### src/rtl/term_pkg.sv
// Shared types and character codes for the VGA terminal writer.
package term_pkg;

  typedef enum logic [1:0] {
    IDLE     = 2'd0,
    CLR_LINE = 2'd1,
    CLR_ALL  = 2'd2
  } state_e;

  localparam logic [7:0] CH_BS  = 8'h08;
  localparam logic [7:0] CH_LF  = 8'h0A;
  localparam logic [7:0] CH_FF  = 8'h0C;
  localparam logic [7:0] CH_CR  = 8'h0D;
  localparam logic [7:0] CH_SP  = 8'h20;
  localparam logic [7:0] CH_DEL = 8'h7F;

  function automatic logic is_printable(input logic [7:0] ch);
    return (ch >= CH_SP) && (ch < CH_DEL);
  endfunction

endpackage

### src/rtl/term_cursor.sv
// Text cursor: column, row and a running row base so the cell address
// never needs a multiplier. The cell address output is registered.
module term_cursor
  import term_pkg::*;
#(
  parameter int COLS   = 80,
  parameter int ROWS   = 30,
  parameter int ADDR_W = 14
) (
  input  logic              clk_i,
  input  logic              rst_ni,
  input  logic              inc_col_i,
  input  logic              dec_col_i,
  input  logic              cr_i,
  input  logic              newline_i,
  input  logic              home_i,
  output logic [ADDR_W-1:0] addr_o,
  output logic [ADDR_W-1:0] row_base_o,
  output logic              at_last_col_o,
  output logic              at_first_col_o
);

  localparam int COL_W = $clog2(COLS);
  localparam int ROW_W = $clog2(ROWS);

  logic [COL_W-1:0]  col_q, col_d;
  logic [ROW_W-1:0]  row_q, row_d;
  logic [ADDR_W-1:0] row_base_q, row_base_d;
  logic [ADDR_W-1:0] addr_q, addr_d;

  // Column and row move independently so a wrap can return and advance at once.
  always_comb begin
    col_d      = col_q;
    row_d      = row_q;
    row_base_d = row_base_q;
    if (home_i) begin
      col_d      = '0;
      row_d      = '0;
      row_base_d = '0;
    end else begin
      if (cr_i) begin
        col_d = '0;
      end else if (inc_col_i) begin
        col_d = col_q + 1'b1;
      end else if (dec_col_i) begin
        col_d = col_q - 1'b1;
      end
      if (newline_i) begin
        if (row_q == ROW_W'(ROWS - 1)) begin
          row_d      = '0;
          row_base_d = '0;
        end else begin
          row_d      = row_q + 1'b1;
          row_base_d = row_base_q + ADDR_W'(COLS);
        end
      end
    end
    addr_d = row_base_d + ADDR_W'(col_d);
  end

  always_ff @(posedge clk_i or negedge rst_ni) begin
    if (!rst_ni) begin
      col_q      <= '0;
      row_q      <= '0;
      row_base_q <= '0;
      addr_q     <= '0;
    end else begin
      col_q      <= col_d;
      row_q      <= row_d;
      row_base_q <= row_base_d;
      addr_q     <= addr_d;
    end
  end

  assign addr_o         = addr_q;
  assign row_base_o     = row_base_q;
  assign at_last_col_o  = (col_q == COL_W'(COLS - 1));
  assign at_first_col_o = (col_q == '0);

endmodule

### src/rtl/vga_term_writer.sv
// Terminal-style sequencer: turns a byte stream into VGA text-buffer writes,
// handling CR/LF/BS/FF and the line/screen clear sweeps.
module vga_term_writer
  import term_pkg::*;
#(
  parameter int         COLS   = 80,
  parameter int         ROWS   = 30,
  parameter int         ADDR_W = 14,
  parameter logic [7:0] FILL   = 8'h20
) (
  input  logic              clk48,
  input  logic              rst_n,
  input  logic [7:0]        in_data,
  input  logic              in_valid,
  output logic              in_ready,
  output logic [ADDR_W-1:0] vga_waddr,
  output logic [7:0]        vga_wdata,
  output logic              vga_wr_en,
  output logic [ADDR_W-1:0] cursor_addr,
  output logic              busy
);

  localparam logic [ADDR_W-1:0] LAST_COL  = ADDR_W'(COLS - 1);
  localparam logic [ADDR_W-1:0] LAST_CELL = ADDR_W'(COLS * ROWS - 1);

  state_e            state_q, state_d;
  logic [ADDR_W-1:0] sweep_q, sweep_d;
  logic              wr_en_q, wr_en_d;
  logic [ADDR_W-1:0] waddr_q, waddr_d;
  logic [7:0]        wdata_q, wdata_d;
  logic              ready_q, ready_d;
  logic              busy_q, busy_d;

  logic              inc_col, dec_col, cr, newline, home;
  logic [ADDR_W-1:0] cell_addr, row_base;
  logic              at_last_col, at_first_col;
  logic              accept;

  term_cursor #(
    .COLS   (COLS),
    .ROWS   (ROWS),
    .ADDR_W (ADDR_W)
  ) u_cursor (
    .clk_i          (clk48),
    .rst_ni         (rst_n),
    .inc_col_i      (inc_col),
    .dec_col_i      (dec_col),
    .cr_i           (cr),
    .newline_i      (newline),
    .home_i         (home),
    .addr_o         (cell_addr),
    .row_base_o     (row_base),
    .at_last_col_o  (at_last_col),
    .at_first_col_o (at_first_col)
  );

  assign accept = in_valid && ready_q;

  // A byte decoded in IDLE registers its write here, so it appears the next cycle.
  always_comb begin
    state_d = state_q;
    sweep_d = sweep_q;
    wr_en_d = 1'b0;
    waddr_d = waddr_q;
    wdata_d = wdata_q;
    inc_col = 1'b0;
    dec_col = 1'b0;
    cr      = 1'b0;
    newline = 1'b0;
    home    = 1'b0;
    case (state_q)
      IDLE: begin
        if (accept) begin
          sweep_d = '0;
          if (is_printable(in_data)) begin
            wr_en_d = 1'b1;
            waddr_d = cell_addr;
            wdata_d = in_data;
            if (at_last_col) begin
              cr      = 1'b1;
              newline = 1'b1;
              state_d = CLR_LINE;
            end else begin
              inc_col = 1'b1;
            end
          end else begin
            case (in_data)
              CH_CR: cr = 1'b1;
              CH_LF: begin
                cr      = 1'b1;
                newline = 1'b1;
                state_d = CLR_LINE;
              end
              CH_BS: begin
                if (!at_first_col) begin
                  dec_col = 1'b1;
                  wr_en_d = 1'b1;
                  waddr_d = cell_addr - ADDR_W'(1);
                  wdata_d = FILL;
                end
              end
              CH_FF: begin
                home    = 1'b1;
                state_d = CLR_ALL;
              end
              default: ;
            endcase
          end
        end
      end
      CLR_LINE: begin
        wr_en_d = 1'b1;
        waddr_d = row_base + sweep_q;
        wdata_d = FILL;
        if (sweep_q == LAST_COL) begin
          sweep_d = '0;
          state_d = IDLE;
        end else begin
          sweep_d = sweep_q + 1'b1;
        end
      end
      CLR_ALL: begin
        wr_en_d = 1'b1;
        waddr_d = sweep_q;
        wdata_d = FILL;
        if (sweep_q == LAST_CELL) begin
          sweep_d = '0;
          state_d = IDLE;
        end else begin
          sweep_d = sweep_q + 1'b1;
        end
      end
      default: begin
        sweep_d = '0;
        state_d = CLR_ALL;
      end
    endcase
    ready_d = (state_d == IDLE);
    busy_d  = (state_d != IDLE);
  end

  always_ff @(posedge clk48 or negedge rst_n) begin
    if (!rst_n) begin
      state_q <= CLR_ALL;
      sweep_q <= '0;
      wr_en_q <= 1'b0;
      waddr_q <= '0;
      wdata_q <= '0;
      ready_q <= 1'b0;
      busy_q  <= 1'b1;
    end else begin
      state_q <= state_d;
      sweep_q <= sweep_d;
      wr_en_q <= wr_en_d;
      waddr_q <= waddr_d;
      wdata_q <= wdata_d;
      ready_q <= ready_d;
      busy_q  <= busy_d;
    end
  end

  assign in_ready    = ready_q;
  assign busy        = busy_q;
  assign vga_wr_en   = wr_en_q;
  assign vga_waddr   = waddr_q;
  assign vga_wdata   = wdata_q;
  assign cursor_addr = cell_addr;

endmodule

### config.mk
export PLATFORM = sky130hd
export DESIGN_NAME = vga_term_writer
export DESIGN_NICKNAME = d
export VERILOG_FILES = /design/src/rtl/term_pkg.sv /design/src/rtl/term_cursor.sv /design/src/rtl/vga_term_writer.sv
export SDC_FILE = /design/constraint.sdc
export NUM_CORES = 1
export LEC_CHECK = 0
export CORE_MARGIN = 1
export CORE_UTILIZATION = 35
export DETAILED_ROUTE_END_ITERATION = 7
export HOLD_SLACK_MARGIN = 0.15
export PLACE_DENSITY_LB_ADDON = 0.15
export SYNTH_ARGS = -nofsm -noshare
export SYNTH_HDL_FRONTEND = slang
export SYNTH_HIERARCHICAL = 1
export SYNTH_SLANG_ARGS = --single-unit
### constraint.sdc
create_clock -name clk48 -period 3.94 [get_ports clk48]
set_input_delay 0.788 -clock clk48 [delete_from_list [all_inputs] [get_ports clk48]]
set_output_delay 0.788 -clock clk48 [all_outputs]
set_load 0.1 [all_outputs]
==> summary.md, run 1 <==
| Metric | Value |
|---|---|
| Clock power frac | `48.6%` |
| Final setup fails | `0` |
| Max VDD drop | `242 µV` |
| Rel. slew slack | `34.1%` |
| Worst setup SP type | `input port` |
| Crit Path Max Fanout | `4` |
| Net Count, Synth | `665` |
| Initial DRC Count | `262` |
| CTS root buf | `clkbuf_16` |
| Initial Util | `36.2%` |
| Commonest non-fill, non-tap cells in the layout | `79 x dfrtp_1, 72 x nand2_1, 66 x buf_4, 46 x nor2_1, 43 x o21ai_0` |
| Worst-Margin Slew | `0.985 ns` |
| Post-route cell area | `7180 µm²` |
| DRT Pass-1 Iters | `5` |
| Setup Skew | `0.00502 ns` |
| Vias in the first global route | `4984` |
| CTS tree | `done` |
| Hold Path Origin | `vga_wdata[4]$_DFFE_PN0P_` |
| Final core utilization | `46.7%` |
| HPWL after DPL | `11.7 mm` |
| Critical path class | `input port to flip-flop` |
| Ys flop type | `dfrtp_1` |
| Int Pwr | `0.00134 W` |
| Sink Count | `81` |
| CTS Buf Count | `9` |
| Drc violations | `0` |
| Top-Level Pins | `50` |
| Commonest non-fill, non-tap cell in the layout | `dfrtp_1` |
| Layout Nets | `767` |
| Skew-Pair Late Insertion Delay | `0.35 ns` |
| Status | `finished, final reports clean` |
| Asr flop ratio synth | `100%` |
| Sequential power share | `48.4%` |
| Setup WS pre-CTS | `-0.770 ns` |
| Total Power | `0.00172 W` |
| Max Slew Vio Count | `0` |
| Max frequency | `0.259 GHz` |
| Die Ht | `128 µm` |
| Crit path time final | `3.87 ns` |
| Switching part of the total | `22.0%` |
| Fin crit share | `98.2%` |
| Vias/cell | `5.40` |
| Total wire length | `15.9 mm` |
| Maximum capacitance violations | `0` |
| Yosys warnings | `6` |
| Worst Slack Setup Final | `0.0720 ns` |
| Combinational Power Share | `3.0%` |
| Critical path capture point type | `flip-flop` |
| Hold_buf cts | `0` |
| Sequential area share after synthesis | `36.5%` |
| H-tree Lvls | `3` |
| Port Buffer Count | `49` |
| Layout cells sized above 1 | `19.5%` |
| Final-layout fill cell count | `1443` |
| Final Hold Fails | `0` |
| Avg Inst Size Synth | `8.95 µm²` |
| Core area | `15400 µm²` |
| RSZ-0062 raised after global routing | `yes` |
| Reg-to-reg critical path startpoint | `u_cursor/col_q[1]$_DFF_PN0_` |
| Initial antenna violation count | `0` |
| Req. time, crit path | `4.16 ns` |
| Cell variety after synth | `81` |
| Worst hold path type | `flip-flop to flip-flop` |
| Synth Cell Area | `5560 µm²` |
| RePlAce Congestion | `0.841` |
| Total power divided by cell area | `240 nW/µm²` |
| Gr usage total | `20.5%` |
| Antenna cells | `0` |
| First-pass GRT wire length | `26.0 mm` |
| Clock transition at path regs | `0.06 ns` |
| NetSw | `0.000378 W` |
| Routed len/inst | `16.9 µm` |
| Vias | `5068` |
| P&R area growth vs syn | `29.1%` |
| Synthesis-stage register bit count | `81` |
| Total grt overflow | `0` |
| Pin count of the biggest net entering global routing | `75` |
| Mapped Cells | `621` |
| Worst Path Arrival | `4.09 ns` |
| Post-synth EDFFs | `0` |
| Total die area | `16400 µm²` |
| Post-route ant nets | `0` |
| Clock Tree Buf Depth | `2` |
| Row count | `45` |
| Die W | `128 µm` |
| DP Area | `6730 µm²` |
| LEAKAGE | `3.20 nW` |
| Crit path from | `in_data[7]` |
==> path summary, 6_finish.rpt <==
kind	slack [ns]	cells past startpoint	endpoint
min in group asynchronous	0.58	1	vga_wdata[0]$_DFFE_PN0P_
worst max-delay path	0.07	15	u_cursor/addr_o[11]$_DFF_PN0_
worst min-delay path	0.47	2	vga_wdata[4]$_DFFE_PN0P_
worst min register to register	0.47	2	vga_wdata[4]$_DFFE_PN0P_
worst max register to register	0.18	15	u_cursor/addr_o[11]$_DFF_PN0_
max in group asynchronous	2.66	2	vga_waddr[9]$_DFFE_PN0P_
==> layout make-up <==
type                    count  area [µm²]  area share, %
clock buffers              11         233           3.24
clock inverters             5        56.3          0.785
inverters                  17        63.8          0.889
multi-input cells         498        3550           49.4
flip-flops and latches     81        2030           28.3
well taps                 211         264           3.68
repair buffers            116         983           13.7
==> registers in the layout (all words and copies together) (netlist names) <==
signal,flops
sweep_q,14
u_cursor/addr_o,14
u_cursor/row_base_o,14
vga_waddr,14
vga_wdata,8
u_cursor/col_q,7
u_cursor/row_q,5
state_q,2
busy,1
in_ready,1
vga_wr_en,1
==> synth_stat cells (6+ instances only) <==
master | count | area share (%)
a211oi_1 | 7 | 0.95
a21oi_1 | 32 | 2.9
a31oi_1 | 9 | 1.0
and2_1 | 9 | 1.0
and3_1 | 6 | 0.68
clkbuf_1 | 14 | 0.95
dfrtp_1 | 79 | 36
ha_1 | 31 | 7.0
inv_1 | 17 | 1.1
nand2_1 | 73 | 4.9
nand2b_1 | 9 | 1.0
nand3_1 | 23 | 2.1
nand4_1 | 9 | 1.0
nor2_1 | 49 | 3.3
nor3_1 | 24 | 2.2
nor4_1 | 7 | 0.79
o211ai_1 | 7 | 0.95
o21a_1 | 6 | 0.81
o21ai_0 | 45 | 4.1
o22ai_1 | 8 | 0.90
o31ai_1 | 8 | 1.1
xnor2_1 | 31 | 4.9
xor2_1 | 8 | 1.3
==> metal layers <==
metal	up-vias	GRT usage, %	wire length [µm]
li1	2496	-	-
met5	-	0	0
met4	0	6.02	231
met1	2458	27.8	7610
met2	94	33.1	7520
met3	20	4.17	501
==> worst max-delay path: stages <==
cell and delay (ns):
buf_6 0.09, or4_4 0.55, nor3_4 0.14, nor4b_4 0.26, nand2b_1 0.11, or4_4 0.45, o31ai_4 0.22, xnor2_2 0.14
nor3_2 0.09, ha_4 0.18, buf_6 0.11, a2111o_1 0.44, o22ai_4 0.26, nor4b_2 0.09, xor2_1 0.15
==> repair_timing <==
action / CTS / global route
setup buffers: 18 / 0
endpoints found under the setup margin: 9 / 9
pin swaps: 21 / 10
resized for setup: 33 / 10
hold endpoints to repair: 0 / 0
==> power groups by stage <==
stage	sequential [W]	clock [W]	combinational (W)
after floorplan	0.000847	0	0.00000973
after global placement	0.000847	0	0.0000533
after detailed placement	0.000847	0	0.0000540
after CTS	0.000832	0.000860	0.0000531
after global routing	0.000831	0.000888	0.0000576
final	0.000832	0.000836	0.0000508
==> kinds of logic after synthesis <==
| group | after synthesis | synth area share [%] |
|---|---|---|
| xor gates and xnor gates | 40 | 6.64 |
| muxes | 4 | 0.765 |
| buffers and inverters | 42 | 3.85 |
| and+or+nand+nor | 255 | 24.4 |
| DFF | 81 | 36.5 |
| adders and majority gates | 33 | 7.70 |
| AOI/OAI and AO/OA | 166 | 20.1 |
==> metrics by stage <==
stage          cells  hold slack [ns]  TNS (ns)
6_report         939            0.470         0
5_1_grt          939            0.491    -0.545
4_1_cts          940            0.475    -0.956
3_5_place_dp     917            0.459     -6.60
3_3_place_gp     917            0.457     -5.64
2_1_floorplan    621            0.484    -0.229
(Power assumes the default switching activity.)
==> inputs of run 2 (changes only) <==
--- a/config.mk
+++ b/config.mk
@@ -7,6 +7,7 @@
 export LEC_CHECK = 0
 export CORE_MARGIN = 1
 export CORE_UTILIZATION = 35
+export CTS_CLUSTER_DIAMETER = 80
 export DETAILED_ROUTE_END_ITERATION = 7
 export HOLD_SLACK_MARGIN = 0.15
 export PLACE_DENSITY_LB_ADDON = 0.15
==> results of run 2 <==
No change in the layout: final DEF, timing and power equal those of run 1.
==> RTL change 1 (flow settings as in run 1) <==
Set the parameter `FILL` to 8'h10 (it was 8'h20).
--- a/src/rtl/vga_term_writer.sv
+++ b/src/rtl/vga_term_writer.sv
@@ -8,3 +8,3 @@
   parameter int         ADDR_W = 14,
-  parameter logic [7:0] FILL   = 8'h20
+  parameter logic [7:0] FILL   = 8'h10
 ) (
Function: changed (a bounded check fails within 4 cycles, from zero or initial values and one cycle with rst_n low).
==> RTL change 1 against run 1 <==
The run now ends with setup timing left; worst hold slack improved by 0.0015 ns; cell area increased by 3.6%; global-route usage increased by 0.97 points; routed wire length increased by 7.0%; critical path depth increased by 1; area after synthesis increased by 1.2%; sequential share of layout area decreased by 0.98 points; sequential cell count unchanged; via count increased by 2.1%; worst setup slack got worse by 0.13 ns; synthesized cell count increased by 1.1%; critical path type unchanged; critical endpoint is now u_cursor/addr_o[8]; largest cell class unchanged; highest routed layer unchanged.
Power is not compared: it rests on default switching activity, and its combinational part moved more than twofold at a synthesized area within 25%.
==> RTL change 1: results (changes against run 1) <==
- Avg Cell Area, Syn: 8.96 um^2 (was 8.95 um^2)
- Total wire length: 17.0 mm (was 15.9 mm)
- Worst R2R Setup Slack: 0.07 ns (was 0.18 ns)
- Arrival time at the worst endpoint: 4.23 ns (was 4.09 ns)
- Largest net degree at the start of global routing: 61 (was 75)
- End point of the critical path: u_cursor/addr_o[8] (was u_cursor/addr_o[11])
- Mux share of post-synthesis cell area: 1.49% (was 0.765%)
- Worst r2r src: u_cursor/col_q[0] (was u_cursor/col_q[1])
- Final core occ: 48.2% (was 46.7%)
- Gr usage total: 21.5% (was 20.5%)
- GPL Wtd Cong: 0.897 (was 0.841)
- Met1 global-route usage: 27.1% (was 27.8%)
- Final Setup Violations: 3 (was 0)
- Area post-placement: 6810 um^2 (was 6730 um^2)
- Layout cells sized above 1: 22.9% (was 19.5%)
- Final Net Count: 780 (was 767)
- Yosys cell types: 85 (was 81)
- Detailed Routing Iterations Pass 1: 4 (was 5)
- Synth cell count leaders: dfrtp_1 (79), nand2_1 (67), o21ai_0 (45) (was dfrtp_1 (79), nand2_1 (73), nor2_1 (49))
- Filler instances: 1473 (was 1443)
- Adder-Cell Fraction of Synth Area: 7.61% (was 7.70%)
- Clock root buffer: clkbuf_16 (unchanged)
- Post-Layout Cell Count: 952 (was 939)
- Post-synthesis compound-gate area fraction: 19.6% (was 20.1%)
- Hold WS: 0.472 ns (was 0.470 ns)
- CP max-delay cell: or4_4 (unchanged)
- CP startpoint: in_data[4] (was in_data[7])
- CP max FO: 3 (was 4)
- Hold Path Origin: vga_wdata[3] (was vga_wdata[4])
- Seq/Total Area, Yosys: 36.1% (was 36.5%)
- Final setup TNS: -0.104 ns (was 0 ns)
- Number of global-route vias before repair: 5026 (was 4984)
- Met2 GRT Util: 37.3% (was 33.1%)
- Setup WS post-layout: -0.0559 ns (was 0.0720 ns)
- Cell count after placement: 924 (was 917)
- Top post-synthesis cells by area: dfrtp_1 (35%), ha_1 (6.9%), nand2_1 (4.5%), o21ai_0 (4.0%), xnor2_1 (3.9%) (was dfrtp_1 (36%), ha_1 (7.0%), nand2_1 (4.9%), xnor2_1 (4.9%), o21ai_0 (4.1%))
- DR iter-0 viols: 281 (was 262)
- Worst-Margin Slew: 1.00 ns (was 0.985 ns)
- Failing checks: setup timing
- Ys Warns: 6 (unchanged)
- Hold Path Sink: vga_wdata[3] (was vga_wdata[4])
- Pre-CTS WS: -0.908 ns (was -0.770 ns)
- Total number of vias: 5172 (was 5068)
- R2R cell count: 18 (was 15)
- Post-Synth XOR/XNOR Area: 6.72% (was 6.64%)
- Syn nets: 672 (was 665)
- Status: finished, violations left (was complete, no violations)
[RTL change 1: timing repair]
item                       CTS  global route
pin swaps                   22            25
setup buffers                7             5
resized for setup           34            30
setup endpoints to repair    9             9
cloned                       0             0
[RTL change 1: kinds of logic after synthesis]
group / count (synthesis)
simple gates: 258
compound gates: 159
flops: 81
buf+inv: 48
xor+xnor: 41
fa+ha+maj: 33
mux: 8
[RTL change 1: where the power goes]
part | switching, mW | internal (mW)
combinational | 1.60 | 0.662
clock | 0.354 | 0.557
sequential | 0.135 | 0.995
[RTL change 1: area by class of cell]
cell class	count	area, um^2	share of cell area (%)
Sequential cell	81	2030	27.3
Timing Repair Buffer	127	1070	14.4
Clock buffer	10	229	3.08
Multi-Input combinational cell	499	3680	49.5
Inverter	18	67.6	0.909
Tap cell	211	264	3.55
Clock inverter	6	90.1	1.21
[RTL change 1: routing by layer]
layer	wire (um)	part of all wire (%)	up-vias
met4	282	1.7	0
met2	8410	50	85
met5	0	0	-
li1	-	-	2521
met1	7730	46	2544
met3	544	3.2	22
